## config.mk

```make
export PLATFORM = sky130hd
export DESIGN_NAME = accum_writeback_engine
export DESIGN_NICKNAME = d
export VERILOG_FILES = /design/src/rtl/accum_writeback_engine.sv
export SDC_FILE = /design/constraint.sdc
export NUM_CORES = 1
export LEC_CHECK = 0
export CAP_MARGIN = 20
export CORE_AREA = 3 3 315 317
export DETAILED_ROUTE_END_ITERATION = 8
export DIE_AREA = 0 0 318 320
export SLEW_MARGIN = 0
export SYNTH_ARGS = -nofsm -noshare
export SYNTH_HDL_FRONTEND = slang
export SYNTH_SLANG_ARGS = --single-unit
```

## constraint.sdc

```tcl
create_clock -name clk -period 6 [get_ports clk]
set_clock_uncertainty 0.1 [all_clocks]
set_input_delay 1.2 -clock clk [delete_from_list [all_inputs] [get_ports clk]]
set_output_delay 1.2 -clock clk [all_outputs]
set_load 0.005 [all_outputs]
```

## src/rtl/accum_writeback_engine.sv

```systemverilog
// rtl/accum_writeback_engine.sv - drains an msize x nsize accumulator tile to a 128-bit memory interface
//
// Purpose: walks the result tile row by row, one beat per column group
// (accumulator buffer), popping each buffer as its beat is accepted.
// Partial last column groups are written with reduced byte strobes.
//
// Optional feature macro: WB_PERF_CNT_EN enables the stall_cycles counter;
// when undefined, stall_cycles is tied to zero.
//
// Ports:
//   clk, rst (async, active-low)      clock and reset
//   start, tile_C_addr, row_stride,
//   msize, nsize                      tile request and geometry
//   buffer_empty, accum_o_data,
//   rd_result                         per-buffer FWFT heads and one-hot pop
//   interface_en/rdwr/ready/addr/
//   wr_data/wr_strb                   memory write beat handshake
//   busy, done                        tile in flight / completion pulse
//   stall_cycles                      stall performance counter
module accum_writeback_engine #(
    parameter int NUM_BUF = 4,
    parameter int DATA_W  = 128,
    parameter int ELEM_W  = 32,
    parameter int ADDR_W  = 32,
    parameter int SIZE_W  = 5
) (
    input  logic                      clk,
    input  logic                      rst,
    input  logic                      start,
    input  logic [ADDR_W-1:0]         tile_C_addr,
    input  logic [ADDR_W-1:0]         row_stride,
    input  logic [SIZE_W-1:0]         msize,
    input  logic [SIZE_W-1:0]         nsize,
    input  logic [NUM_BUF-1:0]        buffer_empty,
    input  logic [NUM_BUF*DATA_W-1:0] accum_o_data,
    output logic [NUM_BUF-1:0]        rd_result,
    output logic                      interface_en,
    output logic                      interface_rdwr,
    input  logic                      interface_ready,
    output logic [ADDR_W-1:0]         interface_addr,
    output logic [DATA_W-1:0]         interface_wr_data,
    output logic [DATA_W/8-1:0]       interface_wr_strb,
    output logic                      busy,
    output logic                      done,
    output logic [31:0]               stall_cycles
);

    localparam int COLS  = DATA_W / ELEM_W;
    localparam int MAX_N = NUM_BUF * COLS;
    localparam int BYTES = DATA_W / 8;
    localparam int EB    = ELEM_W / 8;
    localparam int BW    = (NUM_BUF > 1) ? $clog2(NUM_BUF) : 1;
    localparam int CW    = $clog2(COLS + 1);

    typedef enum logic [1:0] {IDLE, RUN, DONE} state_t;

    state_t              state_q, state_d;
    logic [ADDR_W-1:0]   row_base_q, row_base_d;
    logic [ADDR_W-1:0]   stride_q, stride_d;
    logic [SIZE_W-1:0]   msize_q, msize_d;
    logic [SIZE_W-1:0]   r_q, r_d;
    logic [BW-1:0]       nbm1_q, nbm1_d;
    logic [BW-1:0]       b_q, b_d;
    logic [CW-1:0]       lastc_q, lastc_d;
    // Degenerate tiles spend one extra cycle in DONE so completion lands in
    // cycle 2, the same latency as a single-beat tile.
    logic                skip_q, skip_d;

    logic cur_empty;
    logic hs;

    assign cur_empty      = buffer_empty[b_q];
    assign interface_en   = (state_q == RUN) && !cur_empty;
    assign hs             = interface_en && interface_ready;
    assign rd_result      = hs ? (NUM_BUF'(1) << b_q) : '0;
    assign interface_rdwr = 1'b1;

    always_comb begin
        int n_i;
        int nb_i;
        int lc_i;
        state_d    = state_q;
        row_base_d = row_base_q;
        stride_d   = stride_q;
        msize_d    = msize_q;
        r_d        = r_q;
        nbm1_d     = nbm1_q;
        b_d        = b_q;
        lastc_d    = lastc_q;
        skip_d     = skip_q;
        busy       = 1'b0;
        done       = 1'b0;

        n_i = int'(nsize);
        if (n_i > MAX_N) n_i = MAX_N;
        nb_i = (n_i + COLS - 1) / COLS;
        lc_i = n_i - (nb_i - 1) * COLS;

        case (state_q)
            IDLE: begin
                if (start) begin
                    row_base_d = tile_C_addr;
                    stride_d   = row_stride;
                    msize_d    = msize;
                    nbm1_d     = BW'(nb_i - 1);
                    lastc_d    = CW'(lc_i);
                    r_d        = '0;
                    b_d        = '0;
                    if (msize == '0 || n_i == 0) begin
                        state_d = DONE;
                        skip_d  = 1'b1;
                    end else begin
                        state_d = RUN;
                    end
                end
            end
            RUN: begin
                busy = 1'b1;
                if (hs) begin
                    if (b_q == nbm1_q) begin
                        b_d        = '0;
                        r_d        = r_q + SIZE_W'(1);
                        row_base_d = row_base_q + stride_q;
                        if (r_q == msize_q - SIZE_W'(1)) state_d = DONE;
                    end else begin
                        b_d = b_q + BW'(1);
                    end
                end
            end
            DONE: begin
                if (skip_q) begin
                    busy   = 1'b1;
                    skip_d = 1'b0;
                end else begin
                    done    = 1'b1;
                    state_d = IDLE;
                end
            end
            default: state_d = IDLE;
        endcase
    end

    // Beat fields are forced to zero outside RUN so idle/reset outputs are quiet.
    always_comb begin
        interface_addr    = '0;
        interface_wr_data = '0;
        interface_wr_strb = '0;
        if (state_q == RUN) begin
            interface_addr    = row_base_q + ADDR_W'(b_q) * ADDR_W'(BYTES);
            interface_wr_data = accum_o_data[b_q*DATA_W +: DATA_W];
            if (b_q == nbm1_q) begin
                for (int j = 0; j < BYTES; j++) begin
                    interface_wr_strb[j] = (j < int'(lastc_q) * EB);
                end
            end else begin
                interface_wr_strb = '1;
            end
        end
    end

    always_ff @(posedge clk or negedge rst) begin
        if (!rst) begin
            state_q    <= IDLE;
            row_base_q <= '0;
            stride_q   <= '0;
            msize_q    <= '0;
            r_q        <= '0;
            nbm1_q     <= '0;
            b_q        <= '0;
            lastc_q    <= '0;
            skip_q     <= 1'b0;
        end else begin
            state_q    <= state_d;
            row_base_q <= row_base_d;
            stride_q   <= stride_d;
            msize_q    <= msize_d;
            r_q        <= r_d;
            nbm1_q     <= nbm1_d;
            b_q        <= b_d;
            lastc_q    <= lastc_d;
            skip_q     <= skip_d;
        end
    end

`ifdef WB_PERF_CNT_EN
    logic [31:0] stall_q, stall_d;

    always_comb begin
        stall_d = stall_q;
        if (state_q == IDLE && start) begin
            stall_d = '0;
        end else if (state_q == RUN && (cur_empty || (interface_en && !interface_ready))
                     && stall_q != 32'hFFFF_FFFF) begin
            stall_d = stall_q + 32'd1;
        end
    end

    always_ff @(posedge clk or negedge rst) begin
        if (!rst) stall_q <= '0;
        else      stall_q <= stall_d;
    end

    assign stall_cycles = stall_q;
`else
    assign stall_cycles = '0;
`endif

endmodule
```

==> impl_metrics.toml <==
[floorplanning]
initial_core_util_pct = 11.0
io_pins = 810
die_h_um = 320
coreArea_mm2 = 0.0966
num_rows = 114
die_x_um = 318
dieArea_mm2 = 0.102

[worst_setup_path]
critPathMaxFanout = 44
startpoint_type = "flop"
cp_slowest_cell = "buf_4"
crit_path_max_incr_delay_ns = 0.74
critical-path-top-delay-family = "buffers and inverters"
worstPathRequired_ns = 4.70
crit_buf_inv = 3
critPathMostFrequentCell = "buf_4"
end_kind = "output port"
critPathKind = "reg2out"
cp.arrival_ns = 3.72
path_cells = "buf_4 > buf_4 > mux4_2 > and2_1 > clkdlybuf4s50_1"

[timing]
fin_crit_ns = 5.02
grt_setup_unrepaired = "false"
slew_headroom_pct = 18.2
fin_setup_tns_ns = 0
holdWs_ns = 0.410
hold_viol_final = 0
tightest_slew_ns = 1.23
max_freq_mhz = 199
setup_viol = 0
setup_ws_ns = 0.981
finalCritPeriodShare_pct = 83.6
slew_viol_final = 0

[clocking]
numCtsBuffers = 9
postCtsSetupRepairBufs = 0
hold_buffers = 0
cts.sinks = 84
clk_path_buf_depth = 2
cts_resized = 0
clk_latency_ns = 0.36
cts_tree = "yes"
cts_root_buffer = "clkbuf_16"
cts-htree-levels = 3
clk_pin_slew_ns = 0.07

[synthesis]
ys_warn_count = 0
synthArstFlopShare_pct = 100
ys_seq_area_share_pct = 19.9
ys_types = 64
ys_ff_latch = 84
ys.flop_type = "dfrtp_1"
synth_edf_count = 0
syn_inst = 1084
syn-cell-area_mm2 = 0.0106
syn_area_per_cell_um2 = 9.77

[global_route]
grtUsageMet2_pct = 34.9
overflow = 0
grt_pass1_wl_um = 137000
top_usage_layer = "met2"
grt_max_degree = 133
antenna_found_initial = 79
grt_util_met1_pct = 21.3
grtUsageTotal_pct = 20.5
first_global_vias = 12958
grtUsageMet3_pct = 8.99

[route]
routed_wl_um = 109000
vias = 12910
wl_per_cell_um = 35.2
drt-initial-drc-count = 969
drtPass1Iterations = 7
postRouteAntennaNets = 0
post_drt_via_cell_ratio = 4.16
drcViolationCount = 0

[layout]
drive_gt1_share_pct = 11.8
finish.utilization_pct = 20.7
nNetsFinal = 2428
fill_cells = 10545
syn2layout_area_growth_pct = 88.6
instances_no_fill = 3106

[power]
p_int_mw = 4.15
clockPowerShare_pct = 7.3
power_frac_seq_pct = 14.7
p_leak_nw = 6.95
switching_share_pct = 48.7
p_comb_share_pct = 78.0
p_switching_mw = 3.95
power_density_mw_per_mm2 = 406
ir_drop_v = 0.000246

[status]
status = "finished, final reports clean"

[place]
place_inst = 3055
dp_hpwl_um = 97600
preCtsSetupSlack_ns = 1.17
io_buffers = 776
gp_congestion = 1.00

[job]
maxCapViolations = 0

[worst_hold_path]
hp-class = "reg2reg"
cell type report:
| class | count | area (um2) | area share [%] |
|---|---|---|---|
| clock inverter | 6 | 63.8 | 0.320 |
| tap | 1276 | 1600 | 8.00 |
| multi-input combinational | 883 | 7870 | 39.4 |
| clock buffer | 10 | 239 | 1.20 |
| antenna | 35 | 87.6 | 0.439 |
| sequential | 84 | 2110 | 10.6 |
| timing repair buffer | 792 | 7920 | 39.7 |
| inverter | 20 | 75.1 | 0.376 |
power groups by stage:
stage | logic (mW) | clock network [mW] | registers (mW)
2_1_floorplan | 3.56 | 0 | 1.04
3_3_place_gp | 6.32 | 0 | 1.19
3_5_place_dp | 6.31 | 0 | 1.19
4_1_cts | 6.37 | 0.605 | 1.18
5_1_grt | 6.87 | 0.623 | 1.23
6_report | 6.32 | 0.592 | 1.19
through the flow:
step | instance area (um2) | total power [mW]
after floorplan | 10700 | 4.60
after global placement | 19600 | 7.51
after detailed placement | 19600 | 7.50
after CTS | 19900 | 8.16
after global routing | 19900 | 8.72
final | 20000 | 8.10
routing by layer:
layer	part of all wire [%]	up-vias
met2	49	824
met1	34	6436
li1	-	5418
met3	11	216
met5	0.098	-
met4	5.7	16
registers in the layout, indices dropped and copies added, names as in the netlist:
register / count
stride_q: 32
state_q: 2
nbm1_q: 2
b_q: 2
lastc_q: 3
r_q: 5
msize_q: 5
skip_q: 1
row_base_q: 32
final timing paths:
kind / start / to / slack (ns) / cells past startpoint
setup / recovery: b_q[0] / interface_wr_data[8] / 0.98 / 5
hold / removal: row_base_q[2] / row_base_q[2] / 0.41 / 2
setup reg to reg: b_q[1] / row_base_q[28] / 2.64 / 9
hold reg to reg: row_base_q[2] / row_base_q[2] / 0.41 / 2
max in group asynchronous: rst / b_q[0] / 3.96 / 2
min in group asynchronous: rst / stride_q[0] / 0.65 / 1
placed cells by master (no fill, tap or decap), drive strengths merged, types with 6 or more instances in the layout:
master,netlist,layout
xnor2,29,29
ha,42,42
mux2i,12,12
a31oi,11,11
nand3,18,18
mux4,129,129
inv,20,20
clkbuf,64,10
nand4,14,14
clkdlybuf4s50,0,775
buf,64,17
or3,9,9
and2,139,139
o21ai,66,66
and3,16,16
o21bai,7,7
nand2,60,60
nor3b,8,8
xor2,27,27
nor3,13,13
diode,0,35
a21o,11,11
mux2,39,39
a21oi,61,61
nor2,69,69
conb,2,33
dfrtp,84,84
a211oi,6,6
tightest hold or removal path, delay by kind of cell, from the launching register on:
kind            cells  cell delay (ns)
compound gates      1             0.06
simple gates        1             0.05
flops               1             0.36
logic make-up (layout without fill, tap and decap cells):
group / Yosys count / after routing / synth area share (%)
AOI/OAI and AO/OA: 204 / 204 / 11.8
other: 2 / 68 / 0.0709
and+or+nand+nor: 366 / 366 / 18.5
xor gates and xnor gates: 56 / 56 / 4.63
buffers and inverters: 148 / 828 / 7.02
muxes: 180 / 180 / 32.7
adders and majority gates: 44 / 44 / 5.34
DFF: 84 / 84 / 19.9
Yosys cell counts (all sizes together) (20+ instances only):
| master | instances | area (um2) |
|---|---|---|
| a21oi | 61 | 309 |
| and2 | 139 | 870 |
| buf | 64 | 428 |
| clkbuf | 64 | 240 |
| dfrtp | 84 | 2100 |
| ha | 42 | 526 |
| inv | 20 | 75.1 |
| mux2 | 39 | 439 |
| mux4 | 129 | 2910 |
| nand2 | 60 | 225 |
| nor2 | 69 | 259 |
| o21ai | 66 | 330 |
| xnor2 | 29 | 254 |
| xor2 | 27 | 236 |
No activity file was read; power rests on OpenSTA's default activity.
==> patch: new RTL, same flow settings <==
The parameter `ADDR_W` goes from 32 to 40.
--- a/src/rtl/accum_writeback_engine.sv
+++ b/src/rtl/accum_writeback_engine.sv
@@ -21,7 +21,7 @@
     parameter int NUM_BUF = 4,
     parameter int DATA_W  = 128,
     parameter int ELEM_W  = 32,
-    parameter int ADDR_W  = 32,
+    parameter int ADDR_W  = 40,
     parameter int SIZE_W  = 5
 ) (
     input  logic                      clk,
Ports: changed (resized interface_addr, row_stride and tile_C_addr); port bits go from 810 to 834. No check against the original RTL was run, so the function may have changed too.
==> patch against the original RTL <==
Area after synthesis rose by 10%; highest routed layer unchanged; power rose by 0.23%; wire length rose by 1.4%; utilization rose by 1.3 points; fmax fell by 2.5%; design area rose by 6.4%; sequential cell count rose by 16; non-clock buffer count rose by 23; worst setup slack got worse by 130 ps.
==> patch: results (changes against the original RTL) <==
worst ir drop on vdd=0.000219 V (-11%); initial antenna violation count=105 (+33%); routed length per instance=34.2 µm (-2.8%); Synth Flop Type=dfrtp_1; Setup Crit Path Kind=flop to output port; area occupied by multi-input gates=8550 µm² (+8.6%); Async SR Flop Fraction=100% (unchanged); Post-DP Area=20900 µm² (+6.7%); Worst path max stage delay=590 ps (-150 ps); leak pwr=0.00762 µW (+9.6%); worst-path maximum fanout=10 (-77%); Layout Cells excl Fill=3239 (+4.3%); via count=13500 (+4.5%); status=completed; leading cell types by count after synthesis=136 x and2_1, 129 x mux4_2, 100 x dfrtp_1; Max stage delay cell, worst path=dfrtp_4; top flop regs=row_base_q x40, stride_q x40; Final GP Congestion=0.993 (-1.1%); # nets final=2583 (+6.4%); setup TNS=0 ps (unchanged); All-Layer GR Usage=21.0% (+0.43 points); Slew HR=29.8% (+12 points); Reg clk slew, reported paths=70 ps (about the same); share of cells above drive strength 1=11.8% (+0.089 points); I/O Buffers=800 (+3.1%); worst min path class=flop to flop; pin count of the biggest net entering global routing=170 (+28%); sequential element share of the synthesized area=21.5% (+1.6 points); arrival time worst endpoint=3850 ps (+130 ps); setup repair bufs after CTS=0 (unchanged); Place WS=1210 ps (+35.0 ps); Post-CTS Resized=0 (unchanged); DRT iter0 DRCs=949 (-2.1%); Sw Ratio=47.9% (-0.85 points); root buf cell=clkbuf_16; HPWL after detailed placement=97600 µm (about the same); Initial DRT Pass Iterations=5 (-2); first-pass GRT wire length=141000 µm (+3.0%); syn avg cell area=9.81 µm² (+0.46%); fillcell total=10600 (+0.18%); synth top area cells=mux4_2 25%, dfrtp_1 21%, and2_1 7.3%, ha_1 5.4%, mux2_2 4.3%; synth unique cells=74 (+16%)
==> patch: through the flow <==
stage | total power, µW | hold slack (ps)
after floorplan | 4920 | 342
after global placement | 7520 | 358
after detailed placement | 7530 | 369
after CTS | 8160 | 383
after global routing | 8760 | 433
final | 8120 | 378
==> patch: layout make-up <==
cell class | count | area share [%]
clock inverters | 1 | 0.0353
inverters | 22 | 0.389
multi-input cells | 973 | 40.2
flip-flops and latches | 100 | 11.8
diodes | 38 | 0.447
clock buffers | 14 | 1.24
well taps | 1276 | 7.51
repair buffers | 815 | 38.3
==> patch: logic make-up after synthesis <==
| family | share of synthesized area [%] |
|---|---|
| AOI/OAI and AO/OA | 12.4 |
| xor gates and xnor gates | 4.73 |
| adders and majority gates | 5.71 |
| buffers and inverters | 6.35 |
| DFF | 21.5 |
| muxes | 31.1 |
| other | 0.0644 |
| and+or+nand+nor | 18.2 |
==> patch: path summary, 6_finish.rpt <==
path                            start                  to  slack (ps)  cells after the start
max                            b_q[0]  interface_addr[34]         850                     10
min                        lastc_q[2]          lastc_q[2]         380                      2
max reg2reg                    b_q[1]      row_base_q[27]        2280                     10
min reg2reg                lastc_q[2]          lastc_q[2]         380                      2
max in group asynchronous         rst              b_q[0]        4100                      2
min in group asynchronous         rst        stride_q[23]         520                      1
==> patch: power groups by stage <==
stage | clock [µW] | combinational [µW] | sequential, µW
after floorplan | 0 | 3670 | 1250
after global placement | 0 | 6090 | 1440
after detailed placement | 0 | 6080 | 1450
after CTS | 584 | 6150 | 1440
after global routing | 608 | 6670 | 1490
final | 565 | 6120 | 1440
==> patch: layer usage <==
metal,vias to the layer above,part of all wire (%),track usage (%)
li1,5849,-,-
met1,6615,36,22.9
met2,794,50,37.1
met3,219,8.0,6.33
met4,18,5.8,9.72
met5,-,0.10,0
==> patch: worst max-delay path, delay by kind of cell, from the launching register on <==
family	cells	cell delay [ps]
AO/OA/AOI/OAI	1	150
buffers and inverters	1	520
AND/OR/NAND/NOR	6	1680
adder cells (fa/ha/maj)	2	510
flip-flops	1	590
